==> src/rtl/lsu_ram_ctrl.sv <==
// Load/store controller for a 32-bit single-port synchronous data RAM.
// Sub-word stores are read-modify-write; bad accesses never touch memory.
module lsu_ram_ctrl #(
    parameter int AW = 10
) (
    input  logic          clk,
    input  logic          rst,
    input  logic          req_valid,
    output logic          req_ready,
    input  logic          req_we,
    input  logic [2:0]    req_funct3,
    input  logic [31:0]   req_addr,
    input  logic [31:0]   req_wdata,
    output logic          resp_valid,
    output logic [31:0]   resp_rdata,
    output logic          resp_err,
    output logic [AW-1:0] ram_addr,
    output logic          ram_wren,
    output logic [31:0]   ram_wrdata,
    input  logic [31:0]   ram_rddata
);

    typedef enum logic [1:0] {IDLE, RD, MERGE, WR} state_t;

    state_t      state;
    logic        op_we;
    logic [2:0]  op_f3;
    logic [1:0]  op_off;
    logic [15:0] op_wdata;

    logic        legal;
    logic        misal;
    logic        bad;
    logic [7:0]  lane_b;
    logic [15:0] lane_h;
    logic [31:0] load_val;
    logic [31:0] merged;
    logic        unused_hi;

    assign unused_hi = ^req_addr[31:AW+2];
    assign req_ready = (state == IDLE) & ~rst;

    always_comb begin
        legal = 1'b0;
        case (req_funct3)
            3'b000, 3'b001, 3'b010: legal = 1'b1;
            3'b100, 3'b101:         legal = ~req_we;
            default:                legal = 1'b0;
        endcase
    end

    assign misal = ((req_funct3[1:0] == 2'b01) & req_addr[0])
                 | ((req_funct3[1:0] == 2'b10) & (|req_addr[1:0]));
    assign bad = ~legal | misal;

    assign lane_b = ram_rddata[{op_off, 3'b000} +: 8];
    assign lane_h = op_off[1] ? ram_rddata[31:16] : ram_rddata[15:0];

    always_comb begin
        load_val = ram_rddata;
        case (op_f3)
            3'b000:  load_val = {{24{lane_b[7]}}, lane_b};
            3'b001:  load_val = {{16{lane_h[15]}}, lane_h};
            3'b100:  load_val = {24'd0, lane_b};
            3'b101:  load_val = {16'd0, lane_h};
            default: load_val = ram_rddata;
        endcase
    end

    // only the addressed lane(s) take store data; the rest keep the read word
    always_comb begin
        merged = ram_rddata;
        if (op_f3[0])
            merged[{op_off[1], 4'b0000} +: 16] = op_wdata;
        else
            merged[{op_off, 3'b000} +: 8] = op_wdata[7:0];
    end

    always_ff @(posedge clk) begin
        if (rst) begin
            state      <= IDLE;
            op_we      <= 1'b0;
            op_f3      <= 3'd0;
            op_off     <= 2'd0;
            op_wdata   <= 16'd0;
            resp_valid <= 1'b0;
            resp_rdata <= 32'd0;
            resp_err   <= 1'b0;
            ram_addr   <= '0;
            ram_wren   <= 1'b0;
            ram_wrdata <= 32'd0;
        end else begin
            resp_valid <= 1'b0;
            unique case (state)
                IDLE: begin
                    if (req_valid) begin
                        op_we    <= req_we;
                        op_f3    <= req_funct3;
                        op_off   <= req_addr[1:0];
                        op_wdata <= req_wdata[15:0];
                        if (bad) begin
                            resp_valid <= 1'b1;
                            resp_err   <= 1'b1;
                            resp_rdata <= 32'd0;
                        end else if (req_we && req_funct3 == 3'b010) begin
                            ram_addr   <= req_addr[AW+1:2];
                            ram_wrdata <= req_wdata;
                            ram_wren   <= 1'b1;
                            state      <= WR;
                        end else begin
                            ram_addr <= req_addr[AW+1:2];
                            state    <= RD;
                        end
                    end
                end
                RD: state <= MERGE;
                MERGE: begin
                    if (op_we) begin
                        ram_wrdata <= merged;
                        ram_wren   <= 1'b1;
                        state      <= WR;
                    end else begin
                        resp_rdata <= load_val;
                        resp_err   <= 1'b0;
                        resp_valid <= 1'b1;
                        state      <= IDLE;
                    end
                end
                WR: begin
                    ram_wren   <= 1'b0;
                    resp_valid <= 1'b1;
                    resp_err   <= 1'b0;
                    resp_rdata <= 32'd0;
                    state      <= IDLE;
                end
            endcase
        end
    end

endmodule

==> config.mk <==
export PLATFORM = sky130hd
export DESIGN_NAME = lsu_ram_ctrl
export DESIGN_NICKNAME = d
export VERILOG_FILES = /design/src/rtl/lsu_ram_ctrl.sv
export SDC_FILE = /design/constraint.sdc
export NUM_CORES = 1
export LEC_CHECK = 0
export ABC_AREA = 0
export CAP_MARGIN = 20
export CELL_PAD_IN_SITES_DETAIL_PLACEMENT = 0
export CELL_PAD_IN_SITES_GLOBAL_PLACEMENT = 1
export CORE_ASPECT_RATIO = 1.75
export CORE_UTILIZATION = 31
export DETAILED_ROUTE_END_ITERATION = 10
export GPL_TIMING_DRIVEN = 0
export PLACE_DENSITY_LB_ADDON = 0.1
export SLEW_MARGIN = 30
export SYNTH_ARGS = -nofsm -noshare
export SYNTH_HDL_FRONTEND = slang
export SYNTH_SLANG_ARGS = --single-unit
export TNS_END_PERCENT = 30
==> constraint.sdc <==
create_clock -name clk -period 2.4 [get_ports clk]
set_clock_uncertainty 0.15 [all_clocks]
set_input_delay 0.48 -clock clk [delete_from_list [all_inputs] [get_ports clk]]
set_output_delay 0.48 -clock clk [all_outputs]
set_load 0.01 [all_outputs]
==> out/metrics.yaml, run 1 <==
clock_tree:
  clock_path_buffers: 2
  cts_hold_buffers: 0
  numCtsBuffers: 9
  clk_pin_slew_ns: 0.08
  cts_tree: "built"
  clk_latency_ns: 0.35
  root_buffer: "clkbuf_16"
  cts_max_level: 3
  cts_sinks: 101
final_layout:
  n_antenna_cell: 0
  nets: 864
  synthToLayoutAreaGrowth_pct: 46.3
  fin_util_pct: 46.4
  layout-drive-gt1-share_pct: 20.2
global_route:
  grt_usage_pct: 23.3
  use_met1_pct: 25.7
  antenna_found_initial: 0
  use_met2_pct: 40.0
  gr-usage-met3_pct: 4.20
  grt_overflow_total: 0
  busiest_layer: "met2"
  grt_max_degree: 20
  grt_pass1_vias: 5411
  grt_pass1_wl_mm: 30.9
sta:
  rsz0062_at_grt: "true"
  hold_violations: 0
  period_share_pct: 98.7
  fin_setup_tns_ns: 0
  slew_headroom_pct: 55.9
  whs_ns: 0.318
  max_freq_ghz: 0.422
  tightest_slew_ns: 0.661
  final-max-slew-violation-count: 0
  period_needed_ns: 2.37
  setup_viol: 0
  setup_ws_ns: 0.0304
synthesis:
  syn_area_per_cell_um2: 9.28
  syn_area_um2: 5370
  synth_top_flop_cell: "dfxtp_1"
  synthTopCellsByArea: "dfxtp_1 38%, mux2_2 14%, a221oi_1 5.5%, nand2_1 4.1%, nor2b_1 4.0%"
  synth_edf_count: 0
  ys_types: 44
  syn_nets: 687
  yosysTopAreaCell: "dfxtp_1"
  yosysWarnings: 0
  ys_async_sr_fraction_pct: 0
  ys_ff_latch: 101
  yosysTopAreaCellShare_pct: 37.6
  syn_inst: 579
  synth.most_common_cell: "dfxtp_1"
  ys_top_cells_by_count: "101 x dfxtp_1, 67 x mux2_2, 59 x nand2_1, 34 x a221oi_1, 34 x nor2b_1"
  ys_seq_area_share_pct: 37.6
min_path:
  min_to: "resp_rdata[9]"
  hold_class: "flip-flop to flip-flop"
  hold_start: "resp_rdata[9]"
  hold_depth: 1
worst_setup_path:
  r2r-start: "op_off[0]"
  critPathBufInv: 2
  max_stage_delay_ns: 0.43
  crit_chain: "clkbuf_4 > inv_1 > ha_2 > and4b_4 > a221oi_1 > nor3_1 > mux2_2"
  start_kind: "flip-flop"
  r2r_end: "ram_wrdata[14]"
  rrSetupSlack_ns: 0.03
  crit_path_end_kind: "flip-flop"
  crit_path_top_delay_cell: "and4b_4"
  ff2ff_path_depth: 7
  path_class: "flip-flop to flip-flop"
  path_max_fanout: 10
  crit_family: "simple AND/OR/NAND/NOR gates"
  cp.arrival_ns: 2.52
  cp.required_ns: 2.55
power:
  leakagePower_uw: 0.00287
  power.density_nw_per_um2: 540
  peakVddDrop_uv: 405
  power.total_uw: 4240
outcome:
  outcome: "finished, final reports clean"
floorplan:
  dieArea_um2: 17900
  placementRows: 63
  io_pins: 181
  core-area_um2: 16900
  dieHeight_um: 176
  die_x_um: 102
  start_util_pct: 31.7
placement:
  io_buffers: 160
  dp_hpwl_mm: 16.3
  place_ws_ns: -1.35
  gp_congestion: 0.880
route:
  via_per_inst: 5.41
  post-route-drc-count: 0
  drt-total-wl_mm: 20.7
  first_iter_violations: 214
  antenna_left: 0
  post_drt_wl_per_cell_um: 20.9
  vias: 5346
  drt_first_pass_iters: 8
job:
  maxCapViolations: 0
[where the power goes]
group | total (uW) | switching [uW] | internal (uW)
Clock | 1550 | 722 | 825
Combinational | 898 | 462 | 436
Sequential | 1800 | 62.6 | 1740
Total | 4240 | 1250 | 3000
[sequential cells by signal, summed over array words and instances (netlist names)]
register	count
resp_rdata	32
op_wdata	16
op_off	2
ram_wrdata	32
ram_addr	10
op_f3	3
ram_wren	1
op_we	1
resp_valid	1
resp_err	1
state	2
[kinds of logic after synthesis]
| kind of cell | share of synthesized area, % |
|---|---|
| simple gates | 17.2 |
| compound gates | 20.7 |
| flops | 37.6 |
| mux | 18.0 |
| buf+inv | 5.26 |
| fa+ha+maj | 1.16 |
[routing by layer]
metal	routed length (um)	up-vias	part of all wire, %
li1	-	2523	-
met3	1210	52	5.9
met1	7650	2543	37
met4	1300	0	6.3
met2	10500	228	51
met5	0	-	0
[worst max-delay path by stage]
| stage | depth (start not counted) | from | slack, ns | to |
|---|---|---|---|---|
| floorplan | 9 | op_off[1] | 0.02 | ram_wrdata[10] |
| global placement | 6 | rst | -1.38 | req_ready |
| detailed placement | 6 | rst | -1.35 | req_ready |
| CTS | 9 | op_off[1] | -0.0003 | ram_wrdata[23] |
| global route | 8 | op_off[0] | -0.04 | ram_wrdata[24] |
| finish | 7 | op_off[0] | 0.03 | ram_wrdata[14] |
[what timing repair did]
item	4_1_cts	5_1_grt
endpoints found under the setup margin	83	62
pin swaps	2	3
resized for setup	41	20
setup buffers	2	6
[stage by stage]
step	instance area, um2	instances
final	7860	988
after floorplan	5370	579
after global routing	7860	988
after detailed placement	7260	966
after CTS	7700	982
after global placement	7260	966
[cells in the final DEF, fill, tap and decap left out, types with 16 or more instances in the layout]
cell / netlist / final
mux2i_1: 19 / 19
nand2_1: 59 / 59
clkdlybuf4s50_1: 0 / 158
dfxtp_1: 101 / 100
a221oi_1: 34 / 24
clkbuf_1: 25 / 21
o22ai_1: 32 / 32
a21oi_1: 32 / 32
nor3_1: 33 / 27
mux2_2: 67 / 67
nor2b_1: 34 / 34
a221o_1: 16 / 16
[cell type report]
| cell class | instances | area [um2] |
|---|---|---|
| fillers | 1685 | 9090 |
| multi-input cells | 418 | 3250 |
| flip-flops and latches | 101 | 2030 |
| repair buffers | 168 | 1660 |
| plain buffers | 51 | 307 |
| well taps | 227 | 284 |
| clock buffers | 9 | 225 |
| clock inverters | 7 | 80.1 |
| inverters | 7 | 30.0 |
[worst register-to-register path: stages (launching register included)]
cell and delay [ns]:
dfxtp_1 0.42, clkbuf_4 0.27, inv_1 0.13, ha_2 0.25, and4b_4 0.43, a221oi_1 0.10
nor3_1 0.34, mux2_2 0.23
Power figures use the tool's default switching activity.
==> run 2, diff against run 1 <==
- GPL_TIMING_DRIVEN: 0 -> not set
==> run 2 against run 1 <==
Power up 0.60%. Core utilization down 1.4 points. Cell area down 2.9%. Routed wire length down 7.3%. Sequential cell count unchanged. Critical path depth down 4. Maximum frequency up 4.2%. Sequential power about the same. Highest routed layer unchanged.
==> out/metrics.yaml, run 2 (synthesized netlist as in run 1, its figures left out) <==
outcome:
  outcome: "finished, final reports clean"
floorplan:
  core-area_um2: 16900  # unchanged
  die_x_um: 102  # unchanged
  placementRows: 63  # unchanged
  io_pins: 181  # unchanged
  dieArea_um2: 17900  # unchanged
  start_util_pct: 31.7  # unchanged
  dieHeight_um: 176  # unchanged
final_layout:
  synthToLayoutAreaGrowth_pct: 42.0
  n_antenna_cell: 0  # unchanged
  n_fill_cell: 1700  # +0.89%
  final_common_cell: "clkdlybuf4s50_1"
  layout-drive-gt1-share_pct: 17.5  # -2.7 points
  top_regs: "ram_wrdata (32), resp_rdata (32), op_wdata (16)"
  nets: 839  # -2.9%
  fin_util_pct: 45.0  # -1.4 points
  design_area_um2: 7630  # -2.9%
  layout_common_cells: "159 x clkdlybuf4s50_1, 100 x dfxtp_1, 67 x mux2_2"
worst_setup_path:
  rrSetupSlack_ns: 0.25  # +0.22 ns
  cp.required_ns: 1.77  # -0.78 ns
  r2r-start: "op_off[1]"
  crit_path_top_delay_cell: "clkdlybuf4s50_1"
  r2r_end: "ram_wrdata[15]"
  max_stage_delay_ns: 0.58  # +0.15 ns
  crit_end: "req_ready"
  start_kind: "flip-flop"
  path_max_fanout: 9  # -1
  crit_chain: "buf_4 > nor3_1 > clkdlybuf4s50_1"
  ff2ff_path_depth: 6  # -1
  startpoint: "state[1]"
  path_class: "flip-flop to primary output"
  cp.arrival_ns: 1.65  # -0.87 ns
  crit_path_end_kind: "primary output"
clock_tree:
  cts_sinks: 101  # unchanged
  numCtsBuffers: 9  # unchanged
  cts_tree: "built"
  cts_hold_buffers: 0  # unchanged
  clock_path_buffers: 2  # unchanged
  clk_latency_ns: 0.35  # about the same
  clk_pin_slew_ns: 0.07  # about the same
  root_buffer: "clkbuf_16"
  cts.repair.resized: 0  # -100%
  cts_max_level: 3  # unchanged
  post_cts_buffers: 0  # -2
global_route:
  grt_usage_pct: 21.9  # -1.4 points
  grt_pass1_wl_mm: 29.5  # -4.4%
  antenna_found_initial: 0  # unchanged
  grt_overflow_total: 0  # unchanged
  grt_pass1_vias: 5208  # -3.8%
  grt_max_degree: 84  # +320%
sta:
  rsz0062_at_grt: "false"
  period_needed_ns: 2.28  # -0.0946 ns
  setup_viol: 0  # unchanged
  final-max-slew-violation-count: 0  # unchanged
  period_share_pct: 94.8  # -3.9 points
  fin_setup_tns_ns: 0  # unchanged
  slew_headroom_pct: 41.0  # -15 points
  max_freq_ghz: 0.440  # +4.2%
  hold_violations: 0  # unchanged
  tightest_slew_ns: 0.883  # +0.223 ns
power:
  intPower_uw: 3090  # +3.0%
  p_clk_share_pct: 38.1  # +1.6 points
  p_sw_uw: 1180  # -5.2%
  leakagePower_uw: 0.00282  # -1.9%
  power.total_uw: 4270  # +0.60%
  peakVddDrop_uv: 338  # -16%
  sw_frac_of_total_pct: 27.7  # -1.7 points
  combinationalPowerShare_pct: 19.6  # -1.6 points
  power.density_nw_per_um2: 560  # +3.6%
  pwr-share-seq_pct: 42.3  # about the same
placement:
  placedInstanceArea_um2: 7300  # +0.66%
  gp_congestion: 0.848  # -3.6%
  io_buffers: 160  # unchanged
  dp_hpwl_mm: 14.4  # -11%
route:
  via_per_inst: 5.32  # -1.7%
  post-route-drc-count: 0  # unchanged
  post_drt_wl_per_cell_um: 19.9  # -4.9%
  drt-total-wl_mm: 19.2  # -7.3%
  drt_first_pass_iters: 4  # -4
  vias: 5120  # -4.2%
  antenna_left: 0  # unchanged
  first_iter_violations: 312  # +46%
min_path:
  hold_class: "input port to flip-flop"
  hold_start: "rst"
  hold_depth: 2  # +1
job:
  maxCapViolations: 0  # unchanged
-- run 2: through the flow --
step | std cells | worst slack, ns | hold WS [ns]
floorplan | 579 | 0.0202 | 0.293
global placement | 947 | -0.193 | 0.300
detailed placement | 947 | -0.248 | 0.308
CTS | 963 | 0.106 | 0.209
global route | 963 | 0.00451 | 0.235
finish | 963 | 0.125 | 0.224
-- run 2: power groups by stage --
stage               Sequential [uW]  Combinational, uW  Clock [uW]
floorplan                      1830                422           0
global placement               1840                828           0
detailed placement             1840                837           0
CTS                            1810                842        1660
global route                   1820                902        1730
finish                         1810                836        1630
-- run 2: worst min-delay path by stage --
stage                    end  slack, ns
5_1_grt             op_f3[2]       0.24
3_3_place_gp        resp_err       0.30
4_1_cts             op_f3[1]       0.21
6_report            op_f3[1]       0.22
2_1_floorplan   op_wdata[10]       0.29
3_5_place_dp   resp_rdata[3]       0.31
-- run 2: metal layers --
metal / up-vias / share of wire, % / routed length [um] / GRT usage [%]
met5: - / 0 / 0 / 0
met4: 0 / 4.0 / 765 / 10.3
met3: 32 / 6.0 / 1150 / 4.63
met2: 187 / 51 / 9740 / 38.2
met1: 2432 / 39 / 7520 / 25.1
li1: 2469 / - / - / -
-- run 2: layout make-up --
cell class | instances | area [um2] | area share (%)
multi-input combinational | 418 | 3070 | 40.2
sequential | 101 | 2020 | 26.5
timing repair buffer | 194 | 1900 | 25.0
tap | 227 | 284 | 3.72
clock buffer | 10 | 229 | 3.00
clock inverter | 6 | 93.8 | 1.23
inverter | 7 | 26.3 | 0.344
-- run 2: critical path, delay by kind of cell, from the launching register on --
family        cells  cell delay [ns]
buf+inv           2             0.75
flops             1             0.33
simple gates      1             0.22
